### config.mk
export PLATFORM = sky130hd
export DESIGN_NAME = dht11_read_scheduler
export DESIGN_NICKNAME = d
export VERILOG_FILES = /design/src/rtl/dht11_pkg.sv /design/src/rtl/dht11_read_scheduler_ms_tick_gen.sv /design/src/rtl/dht11_read_scheduler.sv
export SDC_FILE = /design/constraint.sdc
export NUM_CORES = 1
export LEC_CHECK = 0
export BUFFER_PORTS_ARGS = -buffer_cell sky130_fd_sc_hd__buf_2
export CAP_MARGIN = 0
export CORE_MARGIN = 2
export CORE_UTILIZATION = 40
export DETAILED_ROUTE_END_ITERATION = 6
export GPL_TIMING_DRIVEN = 0
export HOLD_SLACK_MARGIN = 0.06
export SETUP_SLACK_MARGIN = 0.02
export SYNTH_ARGS = -nofsm -noshare
export SYNTH_HDL_FRONTEND = slang
export SYNTH_HIERARCHICAL = 1
export SYNTH_SLANG_ARGS = --single-unit
### constraint.sdc
create_clock -name clk -period 7.91 [get_ports clk]
set_clock_uncertainty 0.1 [all_clocks]
set_input_delay 1.582 -clock clk [delete_from_list [all_inputs] [get_ports clk]]
set_output_delay 1.582 -clock clk [all_outputs]
set_load 0.02 [all_outputs]
### src/rtl/dht11_pkg.sv
// Shared types and constants for the DHT11 read scheduler: FSM encoding, 40-bit frame
// field offsets and small constant helpers used to size counters.
package dht11_pkg;

  typedef enum logic [2:0] {
    S_PWRUP,
    S_START,
    S_WAIT,
    S_CHECK,
    S_UPDATE,
    S_FAILED,
    S_RWAIT,
    S_IDLE
  } state_e;

  // LSB of each byte in the {hum_int,hum_dec,tmp_int,tmp_dec,chksum} frame
  localparam int HUM_INT_LSB = 32;
  localparam int HUM_DEC_LSB = 24;
  localparam int TMP_INT_LSB = 16;
  localparam int TMP_DEC_LSB = 8;
  localparam int CHK_LSB     = 0;

  function automatic int cycles_per_ms(input int clk_hz);
    return (clk_hz >= 2000) ? clk_hz / 1000 : 1;
  endfunction

  // Bits needed to hold the values 0..n (never less than 1)
  function automatic int cnt_w(input int n);
    return (n < 2) ? 1 : $clog2(n + 1);
  endfunction

endpackage

### src/rtl/dht11_read_scheduler_ms_tick_gen.sv
// Millisecond prescaler: one-cycle tick every CLK_HZ/1000 clocks.
module ms_tick_gen
  import dht11_pkg::*;
#(
  parameter int CLK_HZ = 50_000_000
) (
  input  logic clk,
  input  logic rst_n,
  output logic tick
);

  localparam int DIV = cycles_per_ms(CLK_HZ);
  localparam int W   = cnt_w(DIV - 1);

  logic [W-1:0] cnt;

  assign tick = rst_n && (cnt == W'(DIV - 1));

  always_ff @(posedge clk) begin
    if (!rst_n || tick) cnt <= '0;
    else                cnt <= cnt + 1'b1;
  end

endmodule

### src/rtl/dht11_read_scheduler.sv
// DHT11 read sequencer: power-up delay, periodic requests, timeout, checksum check,
// bounded retries, and hold of the last good sample for the display path.
module dht11_read_scheduler
  import dht11_pkg::*;
#(
  parameter int CLK_HZ     = 50_000_000,
  parameter int POWERUP_MS = 1000,
  parameter int PERIOD_MS  = 2000,
  parameter int RETRY_MS   = 1000,
  parameter int TIMEOUT_MS = 30,
  parameter int MAX_RETRY  = 3
) (
  input  logic        clk,
  input  logic        rst_n,
  output logic        rd_start,
  input  logic        rd_done,
  input  logic [39:0] rd_data,
  output logic [7:0]  hum_int,
  output logic [7:0]  tmp_int,
  output logic [7:0]  tmp_dec,
  output logic        valid,
  output logic        fail,
  output logic [7:0]  err_cnt,
  output logic [15:0] sample_cnt
);

  localparam int DMAX = (POWERUP_MS > RETRY_MS)
                        ? ((POWERUP_MS > TIMEOUT_MS) ? POWERUP_MS : TIMEOUT_MS)
                        : ((RETRY_MS > TIMEOUT_MS) ? RETRY_MS : TIMEOUT_MS);
  localparam int DW = cnt_w(DMAX);
  localparam int PW = cnt_w(PERIOD_MS);
  localparam int RW = cnt_w(MAX_RETRY);

  state_e        state, nxt;
  logic          tick;
  logic [DW-1:0] dly_cnt, dly_lim;
  logic [PW-1:0] per_cnt;
  logic [RW-1:0] retry;
  logic [39:0]   data_q;
  logic [7:0]    sum;
  logic          dly_hit, per_hit, chk_ok;

  ms_tick_gen #(.CLK_HZ(CLK_HZ)) u_tick (
    .clk  (clk),
    .rst_n(rst_n),
    .tick (tick)
  );

  // One shared delay counter; which limit applies depends on the state it times
  assign dly_lim = (state == S_PWRUP) ? DW'(POWERUP_MS)
                 : (state == S_WAIT)  ? DW'(TIMEOUT_MS)
                 :                      DW'(RETRY_MS);
  assign dly_hit = tick && (dly_cnt == dly_lim - 1'b1);
  assign per_hit = (per_cnt == PW'(PERIOD_MS)) ||
                   (tick && (per_cnt == PW'(PERIOD_MS - 1)));

  assign sum    = data_q[HUM_INT_LSB +: 8] + data_q[HUM_DEC_LSB +: 8] +
                  data_q[TMP_INT_LSB +: 8] + data_q[TMP_DEC_LSB +: 8];
  assign chk_ok = (sum == data_q[CHK_LSB +: 8]);

  always_comb begin
    nxt      = state;
    rd_start = 1'b0;
    unique case (state)
      S_PWRUP:  if (dly_hit) nxt = S_START;
      S_START: begin
        rd_start = 1'b1;
        nxt      = S_WAIT;
      end
      S_WAIT: begin
        if (rd_done)      nxt = S_CHECK;
        else if (dly_hit) nxt = S_FAILED;
      end
      S_CHECK:  nxt = chk_ok ? S_UPDATE : S_FAILED;
      S_UPDATE: nxt = S_IDLE;
      S_FAILED: nxt = (retry < RW'(MAX_RETRY)) ? S_RWAIT : S_IDLE;
      S_RWAIT:  if (dly_hit) nxt = S_START;
      S_IDLE:   if (per_hit) nxt = S_START;
      default:  nxt = S_PWRUP;
    endcase
  end

  always_ff @(posedge clk) begin
    if (!rst_n) begin
      state      <= S_PWRUP;
      dly_cnt    <= '0;
      per_cnt    <= '0;
      retry      <= '0;
      data_q     <= '0;
      hum_int    <= '0;
      tmp_int    <= '0;
      tmp_dec    <= '0;
      valid      <= 1'b0;
      fail       <= 1'b0;
      err_cnt    <= '0;
      sample_cnt <= '0;
    end else begin
      state <= nxt;

      if (nxt != state) dly_cnt <= '0;
      else if (tick)    dly_cnt <= dly_cnt + 1'b1;

      // The START cycle's own tick counts toward the start-to-start period
      if (state == S_START)                         per_cnt <= tick ? PW'(1) : '0;
      else if (tick && per_cnt != PW'(PERIOD_MS))   per_cnt <= per_cnt + 1'b1;

      if (state == S_WAIT && rd_done) data_q <= rd_data;

      if (state == S_UPDATE) begin
        hum_int    <= data_q[HUM_INT_LSB +: 8];
        tmp_int    <= data_q[TMP_INT_LSB +: 8];
        tmp_dec    <= data_q[TMP_DEC_LSB +: 8];
        valid      <= 1'b1;
        fail       <= 1'b0;
        retry      <= '0;
        sample_cnt <= sample_cnt + 1'b1;
      end

      if (state == S_FAILED) begin
        if (err_cnt != 8'hFF) err_cnt <= err_cnt + 1'b1;
        if (retry < RW'(MAX_RETRY)) begin
          retry <= retry + 1'b1;
        end else begin
          fail  <= 1'b1;
          retry <= '0;
        end
      end
    end
  end

endmodule

==> results.md <==
• post-route fraction of the period consumed by the critical path: 43.9%
• Post-synth EDFFs: 0
• main area contributors after synthesis: sky130_fd_sc_hd__dfxtp_1 42%, sky130_fd_sc_hd__nand2_1 9.3%, sky130_fd_sc_hd__a21boi_0 8.0%
• initial DRC count: 208
• I/O pin count: 94
• max cap viols: 0
• maximum number of pins on one net before global-route repair: 17
• stage delay of the slowest cell on the critical path: 540 ps
• Logic pwr share: 2.3%
• register-to-register setup slack: 4440 ps
• overall global routing resource usage: 18.7%
• vias in the first global route: 5,030
• clock latency on the worst-skew pair: 410 ps
• ANT cells: 0
• first-pass GRT wire length: 24.4 mm
• max-slew headroom at the worst pin: 52.5%
• setup TNS: 0 ps
• wire length per cell: 14.2 um
• post-synth net total: 778
• worst setup path category: flop to flop
• number of antenna violations at the first check in global routing: 0
• final RePlAce weighted congestion: 0.802
• TritonCTS clock tree: done
• wire length after detailed routing: 14.8 mm
• number of I/O port buffers: 93
• Final Setup Violations: 0
• number of buffers inserted for hold repair after clock tree synthesis: 0
• number of H-tree levels: 4
• HP Start: hum_int[4]
• Reg2Reg Launch Point: data_q[9]
• Sink Count: 132
• power share of the clock group: 51.2%
• ordered cell list for the critical path: fa_1 > inv_1 > fa_1 > inv_1 > ha_1 > fa_1 > xnor2_1 > xnor2_1 > nor4_1 > nand3_1 > o311ai_0 > a21oi_1
• cell with the most instances on the worst path: sky130_fd_sc_hd__fa_1
• post-layout minimum cycle time: 3470 ps
• Post-Route Utilization: 49.4%
• average size of a mapped cell: 8.90 sq um
• kind of cell adding the most delay to the critical path: adder cells
• leading cell types by count after synthesis: 156 x sky130_fd_sc_hd__nand2_1, 132 x sky130_fd_sc_hd__dfxtp_1, 67 x sky130_fd_sc_hd__a21boi_0, 47 x sky130_fd_sc_hd__nor2_1, 46 x sky130_fd_sc_hd__xnor2_1
• launching element type of the critical path: flop
• category of the worst setup path capture point: flop
• initial standard-cell utilization of the core: 41.1%
• count of different cell masters after synthesis: 59
• number of synthesized register bits: 132
• Vias/cell: 4.90
• drt pass-1 iters: 4
• area growth from synthesis to layout: 20.3%
• row cnt: 45
• cell-internal power: 0.00114 W
• top-area cell type share of the netlist area: 42.0%
• height of the chip: 129 um
• remaining global-route overflow: 0
• highest-delay cell along the critical path: sky130_fd_sc_hd__fa_1
• Die X: 129 um
• result of the run: completed
• area of the core: 15,300 sq um
• top_reg_cell synth: sky130_fd_sc_hd__dfxtp_1
• WHS Endpoint: hum_int[4]
• die outline area: 16,800 sq um
• # Post-CTS Setup Buffers: 0
• reg-to-reg critical path endpoint: state[0]
• HPWL after DPL: 10.9 mm
• residual antenna-violating net count after detailed routing: 0
• post-cts repair resize count: 0
• arrival time at the worst endpoint: 3650 ps
• number of cells on the worst reg-to-reg path: 12
• setup repair after global routing missed its margin: false
• Hold Vio Cnt, Final: 0
• cells after synthesis: 707
• layout cell share with drive strength beyond 1: 17.3%
• worst min-delay path category: flop to flop
• switching power share of the total: 20.4%
• sequential area share after synthesis: 42.0%
• Final nets: 890
• transition at the pin with the smallest max-transition slack: 712 ps
• fill count: 1,523
• maximum ir drop on the vdd rail: 147 uV
• clock transition at the registers of the reported paths: 50 ps
• ratio of total power to cell area: 190 nW/um^2
• data required time at the worst endpoint: 8090 ps
• max-slew violation count: 0
• share of total power in sequential cells: 46.5%
• Inserted Clock Buffers: 17
• clock root buffer: sky130_fd_sc_hd__clkbuf_16
• buffers and inverters on the worst path: 2
• switching power summed over all nets: 0.000293 W
• Cells on Worst Hold Path: 2
• YS warnings: 6
• Remaining DRCs: 0
• fmax: 0.288 GHz
• Synth area leader: sky130_fd_sc_hd__dfxtp_1
• Crit Path Max Fanout: 3
• Vias: 5,097
• Leakage Power: 3.00 nW
• Clock Tree Buf Depth: 2
• share of synthesized registers carrying an async set or reset: 0%
• library cell with the highest instance count after synthesis: sky130_fd_sc_hd__nand2_1
• post-synthesis instance area: 6290 sq um
==> registers in the layout, summed over array words and instances (netlist names) <==
| signal | flops |
|---|---|
| data_q | 40 |
| dly_cnt | 10 |
| err_cnt | 8 |
| fail | 1 |
| hum_int | 8 |
| per_cnt | 11 |
| retry | 2 |
| sample_cnt | 16 |
| state | 3 |
| tmp_dec | 8 |
| tmp_int | 8 |
| u_tick/cnt | 16 |
| valid | 1 |
==> power groups by stage <==
| stage | Sequential, W | Combinational [W] | Clock [W] |
|---|---|---|---|
| after floorplan | 0.000682 | 0.0000145 | 0 |
| final | 0.000668 | 0.0000329 | 0.000735 |
| after global placement | 0.000682 | 0.0000328 | 0 |
| after detailed placement | 0.000682 | 0.0000329 | 0 |
| after global routing | 0.000668 | 0.0000362 | 0.000780 |
| after CTS | 0.000668 | 0.0000332 | 0.000748 |
==> worst register-to-register path, stage by stage, from the launching register on <==
cell and delay [ps]:
sky130_fd_sc_hd__dfxtp_1 340, sky130_fd_sc_hd__fa_1 540, sky130_fd_sc_hd__inv_1 70, sky130_fd_sc_hd__fa_1 500
sky130_fd_sc_hd__inv_1 40, sky130_fd_sc_hd__ha_1 210, sky130_fd_sc_hd__fa_1 410, sky130_fd_sc_hd__xnor2_1 230
sky130_fd_sc_hd__xnor2_1 90, sky130_fd_sc_hd__nor4_1 300, sky130_fd_sc_hd__nand3_1 110, sky130_fd_sc_hd__o311ai_0 300
sky130_fd_sc_hd__a21oi_1 110
==> final cells by class <==
class	instances	area, sq um	area share (%)
Clock buffer	26	499	6.60
Multi-Input combinational cell	518	3420	45.1
Tap cell	211	264	3.49
Timing Repair Buffer	93	465	6.15
Clock inverter	4	47.5	0.628
Buffer	32	140	1.85
Inverter	25	93.8	1.24
Sequential cell	132	2640	34.9
==> cells by family after synthesis <==
kind of cell	after synthesis	synth area share, %
and+or+nand+nor	310	24.2
DFF	132	42.0
AOI/OAI and AO/OA	108	12.8
xor gates and xnor gates	68	9.46
buffers and inverters	57	3.72
adders and majority gates	28	7.24
muxes	4	0.656
==> stage by stage <==
step           instance area (sq um)  worst slack [ps]  total power, W  instances  hold WS (ps)
6_report                        7570              4440         0.00144       1041           363
5_1_grt                         7570              4160         0.00148       1041           385
4_1_cts                         7570              4420         0.00145       1041           366
3_5_place_dp                    7020              4260        0.000715       1011           358
3_3_place_gp                    7020              4300        0.000715       1011           347
2_1_floorplan                   6290              4700        0.000697        707           340
==> worst max path at each step <==
| stage | startpoint | endpoint | slack [ps] | cells past startpoint |
|---|---|---|---|---|
| global placement | rst_n | state[1] | 4300 | 9 |
| floorplan | data_q[9] | state[0] | 4700 | 12 |
| detailed placement | rst_n | dly_cnt[5] | 4260 | 9 |
| global route | data_q[9] | state[0] | 4160 | 12 |
| CTS | data_q[9] | state[0] | 4420 | 12 |
| finish | data_q[9] | state[0] | 4440 | 12 |
==> layout by cell type (no fill, tap or decap), types with 8 or more instances in the layout <==
cell and count:
sky130_fd_sc_hd__inv_1 25, sky130_fd_sc_hd__buf_2 97, sky130_fd_sc_hd__xor2_1 22, sky130_fd_sc_hd__nand4_1 18, sky130_fd_sc_hd__dfxtp_1 132, sky130_fd_sc_hd__clkbuf_16 17
sky130_fd_sc_hd__fa_1 14, sky130_fd_sc_hd__ha_1 14, sky130_fd_sc_hd__clkbuf_1 29, sky130_fd_sc_hd__and3_1 8, sky130_fd_sc_hd__and2_1 22, sky130_fd_sc_hd__xnor2_1 46
sky130_fd_sc_hd__nor2_1 47, sky130_fd_sc_hd__a21oi_1 12, sky130_fd_sc_hd__a21boi_0 67, sky130_fd_sc_hd__nand3_1 18, sky130_fd_sc_hd__nand2_1 156
==> metal layers <==
layer,global-route usage [%],up-vias,share of wire [%]
li1,-,2574,-
met4,5.95,0,1.2
met3,4.91,15,4.5
met1,23.4,2400,45
met2,31.5,108,49
met5,0,-,0
(Power assumes the default switching activity.)
